`src/rtl/rle_pkg.sv`:
```
// Shared types and sizing helpers for the streaming run-length encoder.
package rle_pkg;

   // Encoder state: no open run, or a run being counted.
   typedef enum logic [0:0] {
      IDLE = 1'b0,
      RUN  = 1'b1
   } rle_state_e;

   // Pair layout, MSB first: {last, count[cnt_w], value[data_w]}.
   function automatic int pair_w_f(input int cnt_w, input int data_w);
      return cnt_w + data_w + 1;
   endfunction

   // Largest count a run may reach before it is split.
   function automatic int max_run_f(input int cnt_w);
      return (1 << cnt_w) - 1;
   endfunction

endpackage

```
`src/rtl/rle_pair_fifo.sv`:
```
// Pair FIFO: up to two writes and one read per cycle, with a free-entry count.
module rle_pair_fifo
   import rle_pkg::*;
#(
   parameter int WIDTH = 17,
   parameter int DEPTH = 8
) (
   input  logic                      clk,
   input  logic                      rst_n,
   input  logic [1:0]                push_n_i,
   input  logic [WIDTH-1:0]          wdata0_i,
   input  logic [WIDTH-1:0]          wdata1_i,
   input  logic                      pop_i,
   output logic [WIDTH-1:0]          rdata_o,
   output logic                      empty_o,
   output logic [$clog2(DEPTH):0]    free_o
);

   localparam int AW = $clog2(DEPTH);

   logic [WIDTH-1:0] mem_q [DEPTH];
   logic [AW-1:0]    wr_ptr_q;
   logic [AW-1:0]    rd_ptr_q;
   logic [AW:0]      count_q;
   logic             pop_s;

   assign pop_s   = pop_i && (count_q != '0);
   assign rdata_o = mem_q[rd_ptr_q];
   assign empty_o = (count_q == '0);
   assign free_o  = (AW+1)'(DEPTH) - count_q;

   // Storage writes: the first write port always lands before the second.
   always_ff @(posedge clk or negedge rst_n) begin
      if (!rst_n) begin
         for (int i = 0; i < DEPTH; i++) begin
            mem_q[i] <= '0;
         end
      end else begin
         case (push_n_i)
            2'd1: begin
               mem_q[wr_ptr_q] <= wdata0_i;
            end
            2'd2: begin
               mem_q[wr_ptr_q]           <= wdata0_i;
               mem_q[wr_ptr_q + AW'(1)]  <= wdata1_i;
            end
            default: begin
            end
         endcase
      end
   end

   // Pointer and occupancy bookkeeping; push and pop may coincide.
   always_ff @(posedge clk or negedge rst_n) begin
      if (!rst_n) begin
         wr_ptr_q <= '0;
         rd_ptr_q <= '0;
         count_q  <= '0;
      end else begin
         wr_ptr_q <= wr_ptr_q + AW'(push_n_i);
         rd_ptr_q <= rd_ptr_q + AW'(pop_s);
         count_q  <= count_q + (AW+1)'(push_n_i) - (AW+1)'(pop_s);
      end
   end

endmodule

```
`src/rtl/rle_stream_encoder.sv`:
```
// Streaming run-length encoder: symbols in, {count, value} pairs out.
module rle_stream_encoder
   import rle_pkg::*;
#(
   parameter int DATA_W     = 8,
   parameter int CNT_W      = 8,
   parameter int FIFO_DEPTH = 8
) (
   input  logic                    clk,
   input  logic                    rst_n,
   input  logic                    in_valid,
   output logic                    in_ready,
   input  logic [DATA_W-1:0]       in_data,
   input  logic                    in_last,
   input  logic                    flush,
   output logic                    out_valid,
   input  logic                    out_ready,
   output logic [CNT_W+DATA_W-1:0] out_data,
   output logic                    out_last,
   output logic [15:0]             pair_cnt
);

   localparam int PW = pair_w_f(CNT_W, DATA_W);
   localparam int AW = $clog2(FIFO_DEPTH);
   localparam logic [CNT_W-1:0] MAX_CNT = CNT_W'(max_run_f(CNT_W));
   localparam logic [CNT_W-1:0] ONE_CNT = CNT_W'(1);

   rle_state_e        state_q, state_d;
   logic [DATA_W-1:0] run_val_q, run_val_d;
   logic [CNT_W-1:0]  run_cnt_q, run_cnt_d;
   logic              in_ready_q;
   logic [15:0]       pair_cnt_q;

   logic [1:0]        push_n_s;
   logic [PW-1:0]     pair0_s;
   logic [PW-1:0]     pair1_s;
   logic [PW-1:0]     head_s;
   logic              empty_s;
   logic [AW:0]       free_s;
   logic [AW+1:0]     free_next_s;
   logic              accept_s;
   logic              last_s;
   logic              pop_s;

   function automatic logic [PW-1:0] pack_pair(input logic last,
                                                input logic [CNT_W-1:0] cnt,
                                                input logic [DATA_W-1:0] val);
      return {last, cnt, val};
   endfunction

   assign accept_s  = in_valid && in_ready_q;
   assign last_s    = in_last || flush;
   assign pop_s     = !empty_s && out_ready;
   assign in_ready  = in_ready_q;
   assign out_valid = !empty_s;
   assign out_last  = head_s[PW-1];
   assign out_data  = head_s[PW-2:0];
   assign pair_cnt  = pair_cnt_q;

   // Free entries after this cycle's pushes and pop; two are needed per beat.
   assign free_next_s = (AW+2)'(free_s) + (AW+2)'(pop_s) - (AW+2)'(push_n_s);

   // Run tracking: decide the next run and which pairs to emit this cycle.
   always_comb begin
      state_d   = state_q;
      run_val_d = run_val_q;
      run_cnt_d = run_cnt_q;
      push_n_s  = 2'd0;
      pair0_s   = '0;
      pair1_s   = '0;
      case (state_q)
         IDLE: begin
            if (accept_s) begin
               if (last_s) begin
                  push_n_s = 2'd1;
                  pair0_s  = pack_pair(1'b1, ONE_CNT, in_data);
               end else begin
                  state_d   = RUN;
                  run_val_d = in_data;
                  run_cnt_d = ONE_CNT;
               end
            end else begin
               state_d = IDLE;
            end
         end
         RUN: begin
            if (accept_s) begin
               if ((in_data == run_val_q) && (run_cnt_q != MAX_CNT)) begin
                  // Run continues; a last beat closes it including this symbol.
                  if (last_s) begin
                     push_n_s  = 2'd1;
                     pair0_s   = pack_pair(1'b1, run_cnt_q + ONE_CNT, in_data);
                     state_d   = IDLE;
                     run_cnt_d = '0;
                  end else begin
                     run_cnt_d = run_cnt_q + ONE_CNT;
                  end
               end else begin
                  // Saturated or changed symbol: close the run, open a new one.
                  pair0_s = pack_pair(1'b0, run_cnt_q, run_val_q);
                  if (last_s) begin
                     push_n_s  = 2'd2;
                     pair1_s   = pack_pair(1'b1, ONE_CNT, in_data);
                     state_d   = IDLE;
                     run_cnt_d = '0;
                  end else begin
                     push_n_s  = 2'd1;
                     run_val_d = in_data;
                     run_cnt_d = ONE_CNT;
                  end
               end
            end else if (flush) begin
               push_n_s  = 2'd1;
               pair0_s   = pack_pair(1'b1, run_cnt_q, run_val_q);
               state_d   = IDLE;
               run_cnt_d = '0;
            end else begin
               state_d = RUN;
            end
         end
         default: begin
            state_d   = IDLE;
            run_cnt_d = '0;
         end
      endcase
   end

   // Encoder state, run registers and registered input-ready.
   always_ff @(posedge clk or negedge rst_n) begin
      if (!rst_n) begin
         state_q    <= IDLE;
         run_val_q  <= '0;
         run_cnt_q  <= '0;
         in_ready_q <= 1'b0;
      end else begin
         state_q    <= state_d;
         run_val_q  <= run_val_d;
         run_cnt_q  <= run_cnt_d;
         in_ready_q <= (free_next_s >= (AW+2)'(2));
      end
   end

   // Count of pairs handed to the consumer; wraps naturally at 16 bits.
   always_ff @(posedge clk or negedge rst_n) begin
      if (!rst_n) begin
         pair_cnt_q <= 16'd0;
      end else if (pop_s) begin
         pair_cnt_q <= pair_cnt_q + 16'd1;
      end else begin
         pair_cnt_q <= pair_cnt_q;
      end
   end

   rle_pair_fifo #(
      .WIDTH (PW),
      .DEPTH (FIFO_DEPTH)
   ) u_fifo (
      .clk      (clk),
      .rst_n    (rst_n),
      .push_n_i (push_n_s),
      .wdata0_i (pair0_s),
      .wdata1_i (pair1_s),
      .pop_i    (pop_s),
      .rdata_o  (head_s),
      .empty_o  (empty_s),
      .free_o   (free_s)
   );

endmodule

```
`config.mk`:
```
export PLATFORM = sky130hd
export DESIGN_NAME = rle_stream_encoder
export DESIGN_NICKNAME = d
export VERILOG_FILES = /design/src/rtl/rle_pkg.sv /design/src/rtl/rle_pair_fifo.sv /design/src/rtl/rle_stream_encoder.sv
export SDC_FILE = /design/constraint.sdc
export NUM_CORES = 1
export LEC_CHECK = 0
export CORE_MARGIN = 3
export CORE_UTILIZATION = 30
export CTS_CLUSTER_DIAMETER = 100
export DETAILED_ROUTE_END_ITERATION = 8
export HOLD_SLACK_MARGIN = 0.03
export MAX_ROUTING_LAYER = met4
export PLACE_DENSITY = 0.48
export SLEW_MARGIN = 10
export SYNTH_ARGS = -nofsm -noshare
export SYNTH_HDL_FRONTEND = slang
export SYNTH_SLANG_ARGS = --single-unit
```
`constraint.sdc`:
```
create_clock -name clk -period 6.8 [get_ports clk]
set_clock_uncertainty 0.05 [all_clocks]
set_input_delay 1.36 -clock clk [delete_from_list [all_inputs] [get_ports clk]]
set_output_delay 1.36 -clock clk [all_outputs]
set_load 0.03 [all_outputs]
```
==> flow_summary.yaml, run 1 <==
place:
  dp.cells: 1284
  hpwl_um: 17800
  place_congestion: 0.821
  dp_slack_ns: 1.20
  io_buffers: 48
sta:
  tightestPinTransition_ns: 1.03
  fmax_mhz: 193
  period_share_pct: 76.1
  timing.final.ws_setup_ns: 1.63
  hold_violations: 0
  slew_headroom_pct: 30.7
  setup_viol: 0
  finalSetupTns_ns: 0
  drv_slew: 0
  rsz0062_at_grt: "no"
  min_period_ns: 5.17
hold_path:
  hold_depth: 2
  min-delay-path-class: "reg -> reg"
  holdPathEnd: "u_fifo.mem_q[79]$_DFFE_PN0P_"
  min_from: "u_fifo.mem_q[79]$_DFFE_PN0P_"
worst_setup_path:
  r2r_end: "u_fifo.mem_q[127]$_DFFE_PN0P_"
  reg2reg_from: "run_cnt_q[0]$_DFFE_PN0P_"
  worstRegToRegCells: 15
  rrSetupSlack_ns: 2.44
  cp.required_ns: 7.10
  startpoint: "in_data[3]"
  critPathLaunchType: "input port"
  crit_path_max_fanout: 54
  setup.worst_path.end_class: "flop"
  arrival_ns: 5.48
  crit_type: "in -> reg"
grt:
  antenna_found_initial: 0
  gr-total-overflow: 0
  grt_pass1_wl_um: 41000
  grt_pass1_vias: 7215
  grt_max_degree: 68
  grt.met3_usage_pct: 2.03
  grt.met2_usage_pct: 24.7
  busiest_layer: "met2"
  met1_usage_pct: 22.2
  grt_use_total_pct: 15.9
cts:
  cts_sinks: 180
  h-tree-depth: 4
  clk_path_buf_depth: 2
  cts_tree: "built"
  postCtsSetupBuffers: 0
  clk_pin_slew_worst_paths_ns: 0.07
  cts_hold_buf: 0
  clockRootBuffer: "clkbuf_16"
  insertion_delay_ns: 0.44
  cts_resized: 0
  cts_buffers: 17
routing:
  firstDrtPassIters: 4
  drt_iter0_markers: 509
  routed-via-count: 7038
  via_per_inst: 5.35
  routed_wirelength_um: 25000
  wl_per_cell_um: 19.0
  drc: 0
  final_antenna_net_count: 0
power:
  p_total_mw: 4.50
  p_leak_nw: 4.35
  powerDensity_nw_per_um2: 419
  irDropWorstVdd_mv: 0.175
synthesis:
  syn_area_um2: 9200
  synth_nets: 900
  synth_cells: 861
  synth_area_per_cell_um2: 10.7
  synth-edff-count: 0
  seq_area_frac_synth_pct: 49.0
  synth_top_flop_cell: "dfrtp_1"
  synth_warnings: 0
  ys_ff_latch: 180
  synthDistinctLibCells: 46
  async_flop_share_pct: 100
floorplan:
  ios: 49
  die_y_um: 181
  die_area_um2: 32800
  rows: 63
  initial_core_util_pct: 30.7
  core_area_um2: 30000
  dieWidth_um: 181
layout:
  seq_area_um2: 4510
  multi_input_area_um2: 4470
  area_growth_syn_to_layout_pct: 16.6
  drive_gt1_share_pct: 12.6
  fill_cells: 2993
  stdcell_count: 1316
  nNetsFinal: 952
  antenna_cells: 0
run_status:
  status: "complete, no violations"
run:
  drv_cap: 0
==> critical path, stage by stage <==
cell and delay, ns:
clkdlybuf4s50_1 0.56, xnor2_1 0.16, nand4_1 0.29, nor3_4 0.47, inv_2 0.12, ha_1 0.20
nand3_1 0.20, clkinv_1 0.10, buf_4 0.21, ha_2 0.33, buf_4 0.30, a21oi_1 0.74
o32ai_1 0.22, a21oi_1 0.17
==> placed cells by master (no fill, tap or decap), types with 13 or more instances in the layout <==
| master | synthesis | layout |
|---|---|---|
| a21oi_1 | 35 | 35 |
| xnor2_1 | 25 | 25 |
| clkdlybuf4s50_1 | 0 | 47 |
| a221oi_1 | 64 | 64 |
| nand2_1 | 95 | 95 |
| mux4_2 | 34 | 34 |
| dfrtp_1 | 180 | 179 |
| mux2_2 | 26 | 26 |
| o21ai_0 | 52 | 52 |
| nand3_1 | 28 | 28 |
| inv_1 | 24 | 24 |
| ha_1 | 22 | 21 |
| nor2_1 | 111 | 111 |
| a21o_1 | 13 | 13 |
| clkbuf_16 | 0 | 17 |
| buf_4 | 0 | 17 |
==> flip-flops by register name (all words and copies together) (netlist names) <==
name	count
state_q	1
u_fifo.count_q	4
in_ready	1
run_val_q	8
run_cnt_q	8
pair_cnt	16
u_fifo.mem_q	136
u_fifo.rd_ptr_q	3
u_fifo.wr_ptr_q	3
==> power by group <==
part,internal [mW],switching (mW),total [mW]
registers,1.39,0.316,1.70
clock network,0.480,0.460,0.940
logic,0.893,0.961,1.85
==> metal layers <==
layer,wire [um],up-vias
li1,-,3319
met1,12100,3550
met2,11800,149
met3,833,20
met4,251,0
met5,0,-
==> how the worst max path moves through the flow <==
stage                                          endpoint  cells past startpoint  slack [ns]
after global routing       u_fifo.mem_q[10]$_DFFE_PN0P_                     14        1.23
after global placement     u_fifo.mem_q[44]$_DFFE_PN0P_                     14        1.25
after floorplan           u_fifo.mem_q[110]$_DFFE_PN0P_                     14        2.28
final                     u_fifo.mem_q[127]$_DFFE_PN0P_                     14        1.63
after detailed placement  u_fifo.mem_q[130]$_DFFE_PN0P_                     14        1.20
after CTS                  u_fifo.mem_q[10]$_DFFE_PN0P_                     14        1.65
==> cell usage after synthesis (2+ instances only) <==
cell,count,share of area [%]
nor4_1,4,0.27
mux4_2,34,8.3
a21o_1,13,1.1
ha_1,22,3.0
nand3_1,28,1.5
dfrtp_1,180,49
mux2_2,26,3.2
a21boi_1,2,0.16
clkbuf_1,22,0.90
a22oi_1,5,0.41
o32ai_1,8,0.76
o22a_1,8,0.76
xnor2_1,25,2.4
nor2_1,111,4.5
nand2_1,95,3.9
o31ai_1,8,0.65
a41oi_1,4,0.38
a221oi_1,64,6.1
and4_1,2,0.19
a21oi_1,35,1.9
buf_1,4,0.16
and3_1,11,0.75
nor3_1,9,0.49
nand4_1,8,0.54
nor2b_1,2,0.14
o311ai_0,5,0.48
o211ai_1,2,0.16
nand2b_1,5,0.34
inv_1,24,0.98
a31oi_1,9,0.61
fa_1,3,0.65
o21ai_0,52,2.8
buf_2,6,0.33
inv_2,2,0.082
xor2_1,12,1.1
==> area by class of cell <==
cell class | instances | area share [%]
multi-input cells | 622 | 41.7
inverters | 27 | 0.945
well taps | 390 | 4.55
clock buffers | 18 | 4.00
repair buffers | 65 | 5.71
flip-flops and latches | 180 | 42.0
clock inverters | 14 | 1.11
==> metrics by stage <==
stage	utilization [%]	area [um^2]	hold WS (ns)
global placement	34.0	10200	0.406
global route	35.8	10700	0.453
floorplan	-	9200	0.393
CTS	35.8	10700	0.430
finish	35.8	10700	0.428
detailed placement	34.0	10200	0.415
==> cell families after synthesis <==
kind of cell               share of synthesized area [%]
AOI/OAI and AO/OA                                   16.8
xor gates and xnor gates                            3.52
adders and majority gates                           3.65
buffers and inverters                               2.49
DFF                                                 49.0
muxes                                               11.5
and+or+nand+nor                                     13.0
No activity file was read; power rests on OpenSTA's default activity.
==> run 2: changes to the inputs <==
clock period = 5.4 ns   (was 6.8 ns; I/O delays follow)
==> flow_summary.yaml, run 2 (synthesized netlist as in run 1, its figures left out) <==
run_status:
  status: "complete, no violations"
hold_path:
  holdPathEnd: "u_fifo.mem_q[12]$_DFFE_PN0P_"
  min-delay-path-class: "reg -> reg"
  hold_depth: 2
  min_from: "u_fifo.mem_q[12]$_DFFE_PN0P_"
worst_setup_path:
  setup.worst_path.end_class: "flop"
  cpMaxStageDelayCell: "a211oi_1"
  critPathLaunchType: "input port"
  crit_path_max_fanout: 10
  crit_path_max_incr_delay_ns: 0.57
  reg2reg_from: "run_cnt_q[0]$_DFFE_PN0P_"
  rrSetupSlack_ns: 1.33
  r2r_end: "u_fifo.mem_q[61]$_DFFE_PN0P_"
  crit_chain: "clkdlybuf4s50_1 -> xnor2_1 -> nand4_1 -> nor3_4 -> ha_1 -> nand2_1 -> a31o_2 -> inv_1 -> ha_2 -> nand2b_1 -> a211oi_1 -> a22oi_1 -> o21ai_0"
  cp.required_ns: 5.69
  crit_type: "in -> reg"
  worstRegToRegCells: 13
  arrival_ns: 4.89
floorplan:
  die_area_um2: 32800
  initial_core_util_pct: 30.7
  dieWidth_um: 181
  die_y_um: 181
  rows: 63
  ios: 49
  core_area_um2: 30000
cts:
  cts_sinks: 180
  h-tree-depth: 4
  postCtsSetupBuffers: 0
  cts_resized: 0
  cts_buffers: 17
  clk_pin_slew_worst_paths_ns: 0.07
  cts_hold_buf: 0
  cts_tree: "built"
  clockRootBuffer: "clkbuf_16"
  insertion_delay_ns: 0.43
  clk_path_buf_depth: 2
sta:
  tightestPinTransition_ns: 0.955
  hold_violations: 0
  slew_headroom_pct: 35.9
  setup_viol: 0
  min_period_ns: 4.61
  period_share_pct: 85.3
  drv_slew: 0
  fmax_mhz: 217
  rsz0062_at_grt: "no"
  finalSetupTns_ns: 0
  holdWs_ns: 0.426
grt:
  grt_pass1_vias: 7162
  grt_pass1_wl_um: 41600
  antenna_found_initial: 0
  grt_use_total_pct: 16.1
  gr-total-overflow: 0
  grt_max_degree: 109
layout:
  multi_input_area_um2: 4470
  area_growth_syn_to_layout_pct: 18.1
  seq_area_um2: 4510
  nNetsFinal: 962
  layout_common_cells: "dfrtp_1, nor2_1, nand2_1"
  drive_gt1_share_pct: 13.5
  final_common_cell: "dfrtp_1"
  top_register: "u_fifo.mem_q"
  antenna_cells: 0
  fill_cells: 3018
  largest_reg_flops: 136
routing:
  routed_wirelength_um: 25300
  wl_per_cell_um: 19.0
  firstDrtPassIters: 5
  routed-via-count: 7133
  via_per_inst: 5.38
  drc: 0
  final_antenna_net_count: 0
  drt_iter0_markers: 453
power:
  p_leak_nw: 4.44
  irDropWorstVdd_mv: 0.271
  p_total_mw: 5.77
  powerDensity_nw_per_um2: 532
place:
  place_congestion: 0.805
  io_buffers: 48
  hpwl_um: 17900
run:
  drv_cap: 0
-- run 2: cell types whose count changed in the layout (fill, tap and decap cells not counted), moves of 2 or more --
cell        previous run  this run
clkinv_4               1         3
bufinv_16              0         3
inv_8                  2         0
inv_6                  6         1
clkinv_2               1         3
clkinvlp_4             4         2
buf_4                 17        26
-- run 2: final cells by class --
type                    instances  share of cell area [%]
multi-input cells             622                    41.1
repair buffers                 75                    6.44
clock buffers                  20                    4.11
flip-flops and latches        180                    41.5
inverters                      27                   0.933
well taps                     390                    4.49
clock inverters                12                    1.43
-- run 2: stage by stage --
stage | setup slack [ns] | cells | util (%) | cell area, um^2
after CTS | 0.773 | 1326 | 36.3 | 10900
after global routing | 0.409 | 1326 | 36.3 | 10900
after floorplan | 1.16 | 861 | - | 9200
after detailed placement | 0.319 | 1294 | 34.3 | 10300
after global placement | 0.342 | 1294 | 34.3 | 10300
final | 0.794 | 1326 | 36.3 | 10900
-- run 2: layer usage --
metal  vias to the layer above  global-route usage [%]  share of wire, %
li1                       3345                       -                 -
met1                      3612                    22.4                48
met2                       148                    24.5                47
met3                        28                    2.25               3.3
met4                         0                    5.18               2.0
met5                         -                       -                 0
-- run 2: where the power goes --
group,total [mW],internal (mW),switching [mW]
registers,2.11,1.75,0.365
logic,2.37,1.14,1.23
clock network,1.29,0.743,0.546
total,5.77,3.63,2.14
-- run 2: worst max-delay path: cells and delay by family --
kind | cells | cell delay [ns]
XOR/XNOR | 1 | 0.16
buffers and inverters | 2 | 0.61
AND/OR/NAND/NOR | 4 | 1.00
adder cells (fa/ha/maj) | 2 | 0.59
AO/OA/AOI/OAI | 4 | 1.45
-- run 2: worst max path at each step --
stage,startpoint,endpoint,slack [ns],cells after the start
4_1_cts,in_data[1],u_fifo.mem_q[82]$_DFFE_PN0P_,0.77,13
2_1_floorplan,in_data[0],u_fifo.mem_q[110]$_DFFE_PN0P_,1.16,14
5_1_grt,in_data[1],u_fifo.mem_q[82]$_DFFE_PN0P_,0.41,13
3_3_place_gp,in_data[1],u_fifo.mem_q[14]$_DFFE_PN0P_,0.34,13
3_5_place_dp,in_data[1],u_fifo.mem_q[65]$_DFFE_PN0P_,0.32,13
6_report,in_data[1],u_fifo.mem_q[61]$_DFFE_PN0P_,0.79,13
